==> src/rtl/iter_shifter.sv <==
// Multi-cycle SLL/SRL/SRA/ROTL unit: applies at most STEP positions per clock,
// with valid/ready handshakes on the operand and result sides.
module iter_shifter #(
   parameter int N    = 32,
   parameter int STEP = 4,
   localparam int SW  = $clog2(N)
) (
   input  logic          clk,
   input  logic          rst_n,
   input  logic          flush,
   input  logic          in_valid,
   output logic          in_ready,
   input  logic [1:0]    op,
   input  logic [SW-1:0] shamt,
   input  logic [N-1:0]  din,
   output logic          out_valid,
   input  logic          out_ready,
   output logic [N-1:0]  dout,
   output logic          busy
);

   typedef enum logic [1:0] {IDLE, BUSY, DONE} state_t;

   localparam logic [SW-1:0] STEPW = SW'(STEP);
   localparam logic [SW:0]   NW    = (SW+1)'(N);

   state_t        state;
   logic [N-1:0]  work;
   logic [SW-1:0] rem;
   logic [1:0]    op_q;
   logic          sign_q;

   logic [SW-1:0] step_amt;
   logic [SW:0]   rot_back;
   logic [N-1:0]  shifted;

   // One step of the selected shift; the last step uses whatever remains.
   always_comb begin
      step_amt = (rem > STEPW) ? STEPW : rem;
      rot_back = NW - {1'b0, step_amt};
      shifted  = work;
      case (op_q)
         2'b00:   shifted = work << step_amt;
         2'b01:   shifted = work >> step_amt;
         2'b10:   shifted = (work >> step_amt) | (sign_q ? ~({N{1'b1}} >> step_amt) : '0);
         default: shifted = (work << step_amt) | (work >> rot_back);
      endcase
   end

   always_ff @(posedge clk or negedge rst_n) begin
      if (!rst_n) begin
         state  <= IDLE;
         work   <= '0;
         rem    <= '0;
         op_q   <= 2'b00;
         sign_q <= 1'b0;
         dout   <= '0;
      end else if (flush) begin
         state <= IDLE;
         rem   <= '0;
      end else begin
         case (state)
            IDLE: begin
               if (in_valid) begin
                  work   <= din;
                  op_q   <= op;
                  rem    <= shamt;
                  sign_q <= din[N-1];
                  state  <= BUSY;
               end
            end
            BUSY: begin
               work <= shifted;
               if (rem > STEPW) begin
                  rem <= rem - STEPW;
               end else begin
                  rem   <= '0;
                  dout  <= shifted;
                  state <= DONE;
               end
            end
            DONE: begin
               if (out_ready) begin
                  state <= IDLE;
               end
            end
            default: state <= IDLE;
         endcase
      end
   end

   assign in_ready  = (state == IDLE);
   assign busy      = (state != IDLE);
   assign out_valid = (state == DONE);

endmodule

==> config.mk <==
export PLATFORM = sky130hd
export DESIGN_NAME = iter_shifter
export DESIGN_NICKNAME = d
export VERILOG_FILES = /design/src/rtl/iter_shifter.sv
export SDC_FILE = /design/constraint.sdc
export NUM_CORES = 1
export LEC_CHECK = 0
export CORE_MARGIN = 3
export CORE_UTILIZATION = 30
export DETAILED_ROUTE_END_ITERATION = 10
export PLACE_DENSITY = 0.49
export SYNTH_ARGS = -nofsm -noshare
export SYNTH_HDL_FRONTEND = slang
export SYNTH_SLANG_ARGS = --single-unit
export TNS_END_PERCENT = 100
==> constraint.sdc <==
create_clock -name clk -period 11.5 [get_ports clk]
set_input_delay 2.3 -clock clk [delete_from_list [all_inputs] [get_ports clk]]
set_output_delay 2.3 -clock clk [all_outputs]
set_load 0.05 [all_outputs]
Yosys cells after proc, flatten, opt, wreduce, memory -nomap -nowiden

Index checks and enable logic that the tools add are counted.

Output and inout bits: 35
Bits of input ports: 44
Bits in registers: 74
Logic and storage cells: 50

Reductions and logical operators: 10
Muxes and demuxes: 14
Shifts and indexed selects: 4
$add $sub $neg: 2
Equal/unequal tests: 8
$lt $le $gt $ge: 1
Bitwise gates (word level): 5

Operators by type and width:

| operator                                                                        | number |
|---|---|
| 32-bit case mux with 3 select lines                                             | 1 |
| 32-bit two-way mux                                                              | 2 |
| 32-bit bitwise OR                                                               | 2 |
| 32-bit case mux with 2 select lines                                             | 1 |
| 32-bit inverter                                                                 | 1 |
| 32-bit by 5-bit left shift with 32-bit output                                   | 1 |
| 32-bit by 5-bit >> shifter with 32-bit output                                   | 1 |
| 32-bit by 5-bit >> shifter with 32-bit output, first input constant             | 1 |
| 32-bit by 6-bit >> shifter with 32-bit output                                   | 1 |
| 5-bit two-way mux                                                               | 4 |
| 3-bit AND reduction                                                             | 4 |
| 5-bit case mux with 2 select lines                                              | 1 |
| 2-bit two-way mux                                                               | 4 |
| 3-bit inequality test, second input constant                                    | 2 |
| 2-bit case mux with 3 select lines                                              | 1 |
| 6-bit by 5-bit subtractor with 6-bit output, first input constant               | 1 |
| 5-bit by 3-bit greater-than comparator with 1-bit output, second input constant | 1 |
| 5-bit by 3-bit subtractor with 5-bit output, second input constant              | 1 |
| 2-bit by 1-bit == test with 1-bit output, second input constant                 | 2 |
| 2-bit == test, second input constant                                            | 2 |
| 2-bit logical NOT                                                               | 2 |
| 2-bit nonzero test                                                              | 2 |
| 3-bit by 2-bit inequality test with 1-bit output, second input constant         | 1 |
| 3-bit nonzero test                                                              | 1 |
| 3 further kinds                                                                 | 4 |

Logic depth before layout (Yosys ltp)

Gate-level depths: netlist (run 1).

Word-level depth: 8
Gate-level depth with buffers: 15
Gate-level depth less buffers: 12

Least setup slack after synthesis (run 1)

No wires, ideal clock.

Path kind: input-to-reg
Start point: input port flush
End point: register dout[8]
Buffers on the path: 4
Setup time: 0.066 ns
Stages: 9
Slack: 7.571 ns
Required time: 11.434 ns
Arrival: 3.863 ns
Path through: clkbuf_1 > nor3_1 > clkbuf_1 > nand2_1 > nor2_1 > clkbuf_1 > clkbuf_1 > o21ai_0 > nand2_1

Word-level cells in the longest chain between the ends: 2

RTL lines:

| item                          | RTL line | RTL |
|---|---|---|
| start, declared               | 10       | `input logic flush,` |
| 1-bit inverter (no line)      | --       |  |
| 3-bit AND reduction (no line) | --       |  |
| end signal, assigned          | 78       | `dout <= shifted;` |
| end, declared                 | 18       | `output logic [N-1:0] dout,` |

No other way between the ends.
A chain may end at the register's enable or synchronous reset.

Worst setup path after layout (run 1)

Start point: register rem[3]
End point: register work[12]

Word-level cells in the longest chain between the ends: 8
Elaborated cells between the ends (all ways): 13
Classes of those cells: add/sub (1); order compare (1); shift (4); mux (4); bitwise (3)

RTL lines:

| item                                                                                                | RTL line | RTL |
|---|---|---|
| start, declared                                                                                     | 29       | `logic [SW-1:0] rem;` |
| start signal, assigned                                                                              | 67       | `rem <= shamt;` |
| start signal, assigned                                                                              | 75       | `rem <= rem - STEPW;` |
| 5-bit by 3-bit greater-than comparator with 1-bit output                                            | 39       | `step_amt = (rem > STEPW) ? STEPW : rem;` |
| 5-bit two-way mux *                                                                                 | 39       |  |
| parallel branches: the longest is 4 deep, another holds 6-bit by 5-bit subtractor with 6-bit output | --       |  |
| 32-bit case mux with 3 select lines *                                                               | 42       | `case (op_q)` |
| 32-bit case mux with 2 select lines *                                                               | 62       | `case (state)` |
| end signal, assigned                                                                                | 65       | `work <= din;` |
| end signal, assigned                                                                                | 73       | `work <= shifted;` |
| end, declared                                                                                       | 28       | `logic [N-1:0] work;` |

Mark *: on every way between the ends.

==> run_results.csv, run 1 <==
group,metric,value,unit
floorplan,die-area,29560,um2
route,vias_per_cell,6.499,
yosys,synth-edff-count,0,
timing,clock_skew,0.01001,ns
floorplan,rows,60,
global_route,grt-ovfl-total,0,
global_route,antenna_found_initial,0,
cts,clock_sinks,74,
timing,slew_headroom,20.38,%
cts,cts_resized,0,
global_route,grt_pass1_wl,58180,um
timing,period_share,45.95,%
finish,fin_nets,1129,
setup_path,cp.required,11.68,ns
setup_path,startpoint_type,"register",
job,cap_violations,0,
setup_path,ff2ff_path_depth,11,
yosys,ys_warn_count,0,
hold_path,min_from,"dout[21]",
hold_path,min_to,"dout[21]",
timing,period_needed,5.284,ns
floorplan,start_util,30.56,%
yosys,syn_nets,1141,
yosys,seq_area_frac_synth,22.42,%
global_route,grt_max_degree,67,
route,ant_nets,0,
finish,multiInputGateArea,5824,um2
cts,cts_buffers,9,
setup_path,cp.arrival,5.46,ns
yosys,synthArstFlopShare,100.0,%
cts,cts_hold_buf,0,
placed_design,dpl.hpwl,28540,um
route,routedWlPerCell,27.85,um
setup_path,reg2reg_to,"work[12]",
floorplan,die_h,171.9,um
timing,fin_tns_setup,0,ns
timing,hold_viol,0,
floorplan,chipWidth,171.9,um
floorplan,design.core.area,27030,um2
hold_path,whs_path_depth,2,
yosys,syn_inst,1091,
yosys,synthesis.area,8260,um2
yosys,synth-main-ff-cell,"dfrtp_1",
setup_path,crit_type,"register to register",
cts,path_clk_slew,0.07,ns
timing,fmax,0.1892,GHz
timing,finalSetupViolCount,0,
timing,grt_setup_unrepaired,"no",
cts,cts.htree.levels,3,
placed_design,gp_congestion,0.9704,
timing,final_max_slew_viol_count,0,
global_route,grt_pass1_vias,8600,
finish,drive_gt1_share,10.42,%
route,routed_wl,39690,um
global_route,grt_use_total,26.12,%
setup_path,crit_fanout,50,
yosys,avgSynthCellArea,7.571,um2
finish,antenna_cells,0,
finish,area_growth_syn_to_layout,14.22,%
setup_path,r2r-start,"rem[3]",
finish,seq_area,1853,um2
finish,fillers,2870,
cts,insertion_delay,0.34,ns
route,dr.pass1.iters,6,
setup_path,end_kind,"register",
cts,clock_path_buffers,2,
route,first_iter_violations,1449,
cts,cts_setup_buffers,0,
route,drc,0,
yosys,ys_types,77,
outcome,run_status,"finished clean",
yosys,ys_ff_latch,74,
hold_path,hold_path_class,"register to register",
cts,cts_tree,"yes",
setup_path,reg2reg_slack,6.22,ns
floorplan,ios,79,
cts,cts-root-buf,"clkbuf_16",
timing,worst_slew_pin_slew,1.190,ns
route,vias,9261,
placed_design,io_buffers,78,
cell usage in the layout, fill, tap and decap left out, types with 10 or more instances in the layout:
master / count
a211oi_1: 26
a21oi_1: 77
a22oi_1: 16
a2bb2oi_1: 10
a31oi_1: 27
and2_1: 10
and3_1: 16
buf_4: 23
clkdlybuf4s50_1: 77
dfrtp_1: 73
inv_1: 16
mux2_2: 19
mux2i_1: 48
mux4_2: 24
nand2_1: 135
nand2b_1: 12
nand3_1: 29
nor2_1: 84
nor3_1: 31
o211ai_1: 15
o21ai_0: 103
o22ai_1: 27
or3_1: 13
cell type report:
class                      count  share of cell area [%]
tap                          341                   4.522
sequential                    74                   19.64
inverter                      20                  0.8089
timing repair buffer         100                   9.999
clock buffer                  10                   2.533
multi-input combinational    874                   61.73
clock inverter                 6                  0.7691
flip-flops by register name, indices dropped and copies added, names as in the netlist:
| name | cells |
|---|---|
| dout | 32 |
| state | 2 |
| rem | 5 |
| op_q | 2 |
| work | 32 |
| sign_q | 1 |
how the worst max path moves through the flow:
stage	from	end	slack, ns
2_1_floorplan	flush	dout[8]	7.57
3_3_place_gp	rem[3]	dout[12]	6.45
3_5_place_dp	rem[3]	work[12]	6.44
4_1_cts	rem[3]	work[12]	6.41
5_1_grt	rem[3]	work[12]	5.99
6_report	rem[3]	work[12]	6.22
cell families (layout without fill, tap and decap cells):
group	count (synthesis)	after routing	synth area share (%)
DFF	74	74	22.42
and+or+nand+nor	373	373	21.48
muxes	94	94	15.77
buffers and inverters	143	136	7.558
xor gates and xnor gates	2	2	0.2121
adders and majority gates	7	7	1.030
AOI/OAI and AO/OA	398	398	31.54
metal layers:
layer | global-route usage [%] | up-vias | part of all wire [%]
met5 | 0 | - | 0
met4 | 9.858 | 0 | 4.6
met3 | 6.264 | 97 | 9.8
met2 | 38.61 | 584 | 43
met1 | 36.91 | 4486 | 43
li1 | - | 4094 | -
stage by stage:
step	std cells	instance area [um2]	util, %	worst slack, ns	hold WS (ns)
CTS	1425	9435	34.91	6.407	0.4832
finish	1425	9435	34.91	6.216	0.4822
detailed placement	1409	9124	33.76	6.441	0.4656
global route	1425	9435	34.91	5.986	0.5028
floorplan	1091	8260	-	7.571	0.4965
global placement	1409	9124	33.76	6.449	0.4619
Yosys cell counts (all sizes together) (16+ instances only):
master | instances | area share [%]
mux4 | 26 | 7.2
buf | 49 | 3.3
a21oi | 77 | 4.7
a22oi | 16 | 1.5
o22ai | 27 | 2.0
inv | 19 | 0.86
nand3 | 29 | 1.8
a211oi | 27 | 2.5
mux2i | 48 | 5.8
and3 | 16 | 1.2
nor3 | 34 | 2.2
nor2 | 85 | 3.9
nand2 | 135 | 6.1
clkbuf | 74 | 3.4
dfrtp | 74 | 22
a31oi | 27 | 2.0
mux2 | 20 | 2.8
o21ai | 109 | 6.6
worst max-delay path, cell delays in order, from the launching register on:
cell and delay [ns]:
dfrtp_1 0.62, nor4b_4 0.35, buf_4 0.63, inv_2 0.50, ha_1 0.38, inv_1 0.12, ha_1 0.72, inv_2 0.47
mux2i_1 0.33, a211oi_1 0.13, nor4_1 0.62, o21ai_0 0.17
Power of run 1 is left out: the tool's default activity adds up to more than one toggle a clock period on the data nets, which glitch-free logic cannot reach.
==> run 2, diff against run 1 <==
--- a/config.mk
+++ b/config.mk
@@ -8,7 +8,7 @@
 export CORE_MARGIN = 3
 export CORE_UTILIZATION = 30
 export DETAILED_ROUTE_END_ITERATION = 10
-export PLACE_DENSITY = 0.49
+export PLACE_DENSITY = 0.51
 export SYNTH_ARGS = -nofsm -noshare
 export SYNTH_HDL_FRONTEND = slang
 export SYNTH_SLANG_ARGS = --single-unit
==> constraint.sdc (replaced) <==
create_clock -name clk -period 4.5 [get_ports clk]
set_input_delay 0.9 -clock clk [delete_from_list [all_inputs] [get_ports clk]]
set_output_delay 0.9 -clock clk [all_outputs]
set_load 0.05 [all_outputs]
==> run 2 against run 1 <==
- critical path depth unchanged
- routed wire length grew 7.1%
- non-clock buffer count increased by 34
- highest routed layer unchanged
==> run_results.csv, run 2 (synthesis gave the netlist of run 1 again) <==
group,metric,value,unit
outcome,run_status,"finished clean",
route,routedWlPerCell,29.13,um
setup_path,cp.required,4.70,ns
timing,grt_setup_unrepaired,"no",
timing,slew_headroom,35.51,%
timing,hold_viol,0,
global_route,antenna_found_initial,0,
cts,insertion_delay,0.35,ns
finish,reg_top3,"dout (32), work (32), rem (5)",
cts,cts.htree.levels,3,
route,drc,0,
route,vias,9454,
route,dr.pass1.iters,6,
finish,fillers,2867,
setup_path,crit_type,"register to register",
floorplan,rows,60,
finish,multiInputGateArea,5813,um2
global_route,grt_pass1_vias,8857,
cts,clock_sinks,74,
cts,clock_path_buffers,2,
setup_path,r2r-start,"rem[3]",
global_route,grt_use_total,28.27,%
hold_path,hold_path_class,"register to register",
finish,final_cell_mix,"nand2_1 (135), o21ai_0 (103), nor2_1 (84)",
setup_path,crit_chain,"inv_1 > ha_1 > or3b_4 > a211o_1 > buf_4 > clkinv_2 > buf_4 > nor2_1 > o22ai_1 > o21ai_0 > o21ai_0",
floorplan,design.core.area,27030,um2
timing,final_max_slew_viol_count,0,
floorplan,ios,79,
cts,cts_tree,"yes",
setup_path,worstSetupStartpoint,"rem[3]",
floorplan,chipWidth,171.9,um
finish,area_growth_syn_to_layout,17.18,%
finish,antenna_cells,0,
placed_design,gp_congestion,1.043,
setup_path,ff2ff_path_depth,11,
timing,fin_tns_setup,0,ns
cts,path_clk_slew,0.07,ns
timing,period_needed,3.868,ns
setup_path,cp.arrival,4.07,ns
cts,cts_buffers,9,
route,vias_per_cell,6.480,
setup_path,reg2reg_slack,0.63,ns
timing,clock_skew,0.009937,ns
route,ant_nets,0,
setup_path,startpoint_type,"register",
floorplan,die_h,171.9,um
cts,cts_hold_buf,0,
hold_path,min_from,"dout[6]",
global_route,grt_pass1_wl,62490,um
setup_path,reg2reg_to,"work[29]",
setup_path,cp-endpoint,"work[29]",
placed_design,dpl.hpwl,31710,um
floorplan,start_util,30.56,%
setup_path,crit_fanout,28,
cts,cts_resized,0,
job,cap_violations,0,
setup_path,end_kind,"register",
setup_path,crit_path_max_incr_delay,0.57,ns
floorplan,die-area,29560,um2
cts,cts-root-buf,"clkbuf_16",
setup_path,slowest_stage,"o21ai_0",
finish,fin_nets,1163,
finish,drive_gt1_share,13.15,%
timing,fmax,0.2586,GHz
finish,final_common_cell,"nand2_1",
finish,seq_area,1853,um2
route,routed_wl,42500,um
timing,worst_slew_pin_slew,0.9638,ns
cts,cts_setup_buffers,0,
route,first_iter_violations,1408,
placed_design,io_buffers,78,
global_route,grt-ovfl-total,0,
timing,finalSetupViolCount,0,
timing,period_share,85.95,%
global_route,grt_max_degree,62,
run 2: metal layers:
metal	share of wire [%]	up-vias	global-route usage, %	routed length (um)
li1	-	4160	-	-
met1	44	4608	40.80	18730
met2	43	585	42.47	18420
met3	8.7	101	5.556	3694
met4	3.9	0	9.094	1663
met5	0	-	0	0
run 2: worst min path at each step:
stage	end	slack (ns)	depth (start not counted)
5_1_grt	dout[6]	0.51	2
6_report	dout[6]	0.47	2
2_1_floorplan	sign_q	0.50	1
3_5_place_dp	dout[6]	0.46	2
4_1_cts	dout[6]	0.48	2
3_3_place_gp	dout[6]	0.46	2
run 2: area by class of cell:
| type | count | area share (%) |
|---|---|---|
| flip-flops and latches | 74 | 19.14 |
| clock buffers | 10 | 2.469 |
| multi-input cells | 874 | 60.06 |
| repair buffers | 134 | 12.38 |
| clock inverters | 6 | 0.7497 |
| inverters | 20 | 0.7885 |
| well taps | 341 | 4.408 |
run 2: worst max-delay path, delay by kind of cell (launching register included):
family	cells	cell delay [ns]
buf+inv	4	1.32
fa+ha+maj	1	0.25
flops	1	0.44
simple gates	2	0.64
compound gates	4	1.05
run 2: through the flow:
stage | area (um2) | setup WS [ns] | cells | utilization (%) | hold slack, ns
final | 9679 | 0.6324 | 1459 | 35.81 | 0.4731
after global placement | 9368 | 0.7625 | 1443 | 34.66 | 0.4618
after detailed placement | 9368 | 0.7648 | 1443 | 34.66 | 0.4605
after CTS | 9679 | 0.7541 | 1459 | 35.81 | 0.4760
after global routing | 9679 | 0.4413 | 1459 | 35.81 | 0.5089
after floorplan | 8260 | 0.6540 | 1091 | - | 0.4965
Power of run 2 is left out for the same reason.
==> edit: new RTL, settings of run 1 <==
`N`: 32 -> 64.
--- a/src/rtl/iter_shifter.sv
+++ b/src/rtl/iter_shifter.sv
@@ -2,5 +2,5 @@
 // with valid/ready handshakes on the operand and result sides.
 module iter_shifter #(
-   parameter int N    = 32,
+   parameter int N    = 64,
    parameter int STEP = 4,
    localparam int SW  = $clog2(N)
Ports: changed (resized din, dout and shamt); port bits go from 79 to 144. No check against the original RTL was run, so the function may have changed too.
==> edit against run 1 <==
  * Die area is 68% higher
  * Design area is 75% higher
  * Count of clock-buffer cells in the layout increased by 9
  * Sequential cell count is 65 higher
  * Sequential share of layout area is 1.4 points higher
  * Clock skew increased by 0.016 ns
  * Area after synthesis grew 71%
  * Worst setup slack worse by 0.55 ns
  * Wire length grew 90%
  * Largest cell class unchanged
==> edit: results (changes against run 1) <==
- Outcome: finished, final reports clean (unchanged)
- Synth cell count leaders: nand2_1, mux2i_1, o21ai_0 (was nand2_1, o21ai_0, nor2_1)
- Signal inverters: 16 (was 20)
- Sequential fraction of the synthesis area: 24.6% (was 22.4%)
- Multi-In Gates: 1536 (was 874)
- Post-Synth XOR/XNOR Area: 0.124% (was 0.212%)
- Reg2Reg Setup Slack: 5.67 ns (was 6.22 ns)
- Critical path's largest stage delay: 0.83 ns (was 0.72 ns)
- Share of layout cells above drive strength 1: 8.15% (was 10.4%)
- Clk_skew: 0.0265 ns (was 0.0100 ns)
- Hold Path End: dout[18]$_DFFE_PN0P_ (was dout[21]$_DFFE_PN0P_)
- Max_slew headroom: 22.3% (was 20.4%)
- CLK BUF: 19 (was 10)
- Worst R2R Path Depth: 16 (was 11)
- Worst path arrival time: 6.21 ns (was 5.46 ns)
- Crit Path Max Fanout: 40 (was 50)
- Compound-Gate Fraction of Synth Area: 28.9% (was 31.5%)
- Top cells by area, synth: dfrtp_1, mux2i_1, o21ai_0 (was dfrtp_1, mux4_2, o21ai_0)
- Post-DP HPWL: 54.3 mm (was 28.5 mm)
- First-pass GRT wire length: 109 mm (was 58.2 mm)
- Non-clock buffers: 179 (was 100)
- Slowest stage cell on the critical path: and4bb_4 (was ha_1)
- Initial drt markers: 1795 (was 1449)
- Vias per cell: 6.33 (was 6.50)
- H-Tree Level Count: 4 (was 3)
## edit: cell types whose count changed after synthesis, moves of 50 or more
cell / before / now
dfrtp_1: 74 / 139
mux2i_1: 48 / 217
nand2_1: 135 / 233
nor2_1: 84 / 166
clkbuf_1: 74 / 124
o21ai_0: 103 / 188
a21oi_1: 77 / 162
## edit: worst min-delay path, delay by kind of cell, from the launching register on
kind	cells	cell delay [ns]
compound gates	1	0.06
flops	1	0.34
simple gates	1	0.04
## edit: worst max-delay path by stage
| stage | to | slack (ns) | cells past startpoint |
|---|---|---|---|
| 5_1_grt | work[0]$_DFFE_PN0P_ | 5.27 | 17 |
| 3_3_place_gp | dout[25]$_DFFE_PN0P_ | 5.79 | 8 |
| 4_1_cts | work[0]$_DFFE_PN0P_ | 5.74 | 17 |
| 6_report | work[0]$_DFFE_PN0P_ | 5.67 | 16 |
| 3_5_place_dp | dout[25]$_DFFE_PN0P_ | 5.70 | 8 |
| 2_1_floorplan | work[34]$_DFFE_PN0P_ | 6.87 | 18 |
## edit: metal layers
| metal | share of wire (%) | up-vias | track usage (%) | routed length (µm) |
|---|---|---|---|---|
| li1 | - | 7046 | - | - |
| met1 | 42 | 7823 | 38.3 | 31400 |
| met2 | 46 | 796 | 46.6 | 34500 |
| met3 | 6.8 | 172 | 5.39 | 5140 |
| met4 | 5.5 | 0 | 15.6 | 4160 |
| met5 | 0 | - | 0 | 0 |
## edit: stage by stage
step / cell area [µm²] / instances / hold slack (ns) / utilization [%]
floorplan: 14100 / 1869 / 0.465 / -
global placement: 16000 / 2470 / 0.461 / 34.7
detailed placement: 16000 / 2470 / 0.469 / 34.7
CTS: 16600 / 2501 / 0.485 / 36.0
global route: 16600 / 2501 / 0.510 / 36.0
finish: 16600 / 2501 / 0.475 / 36.0
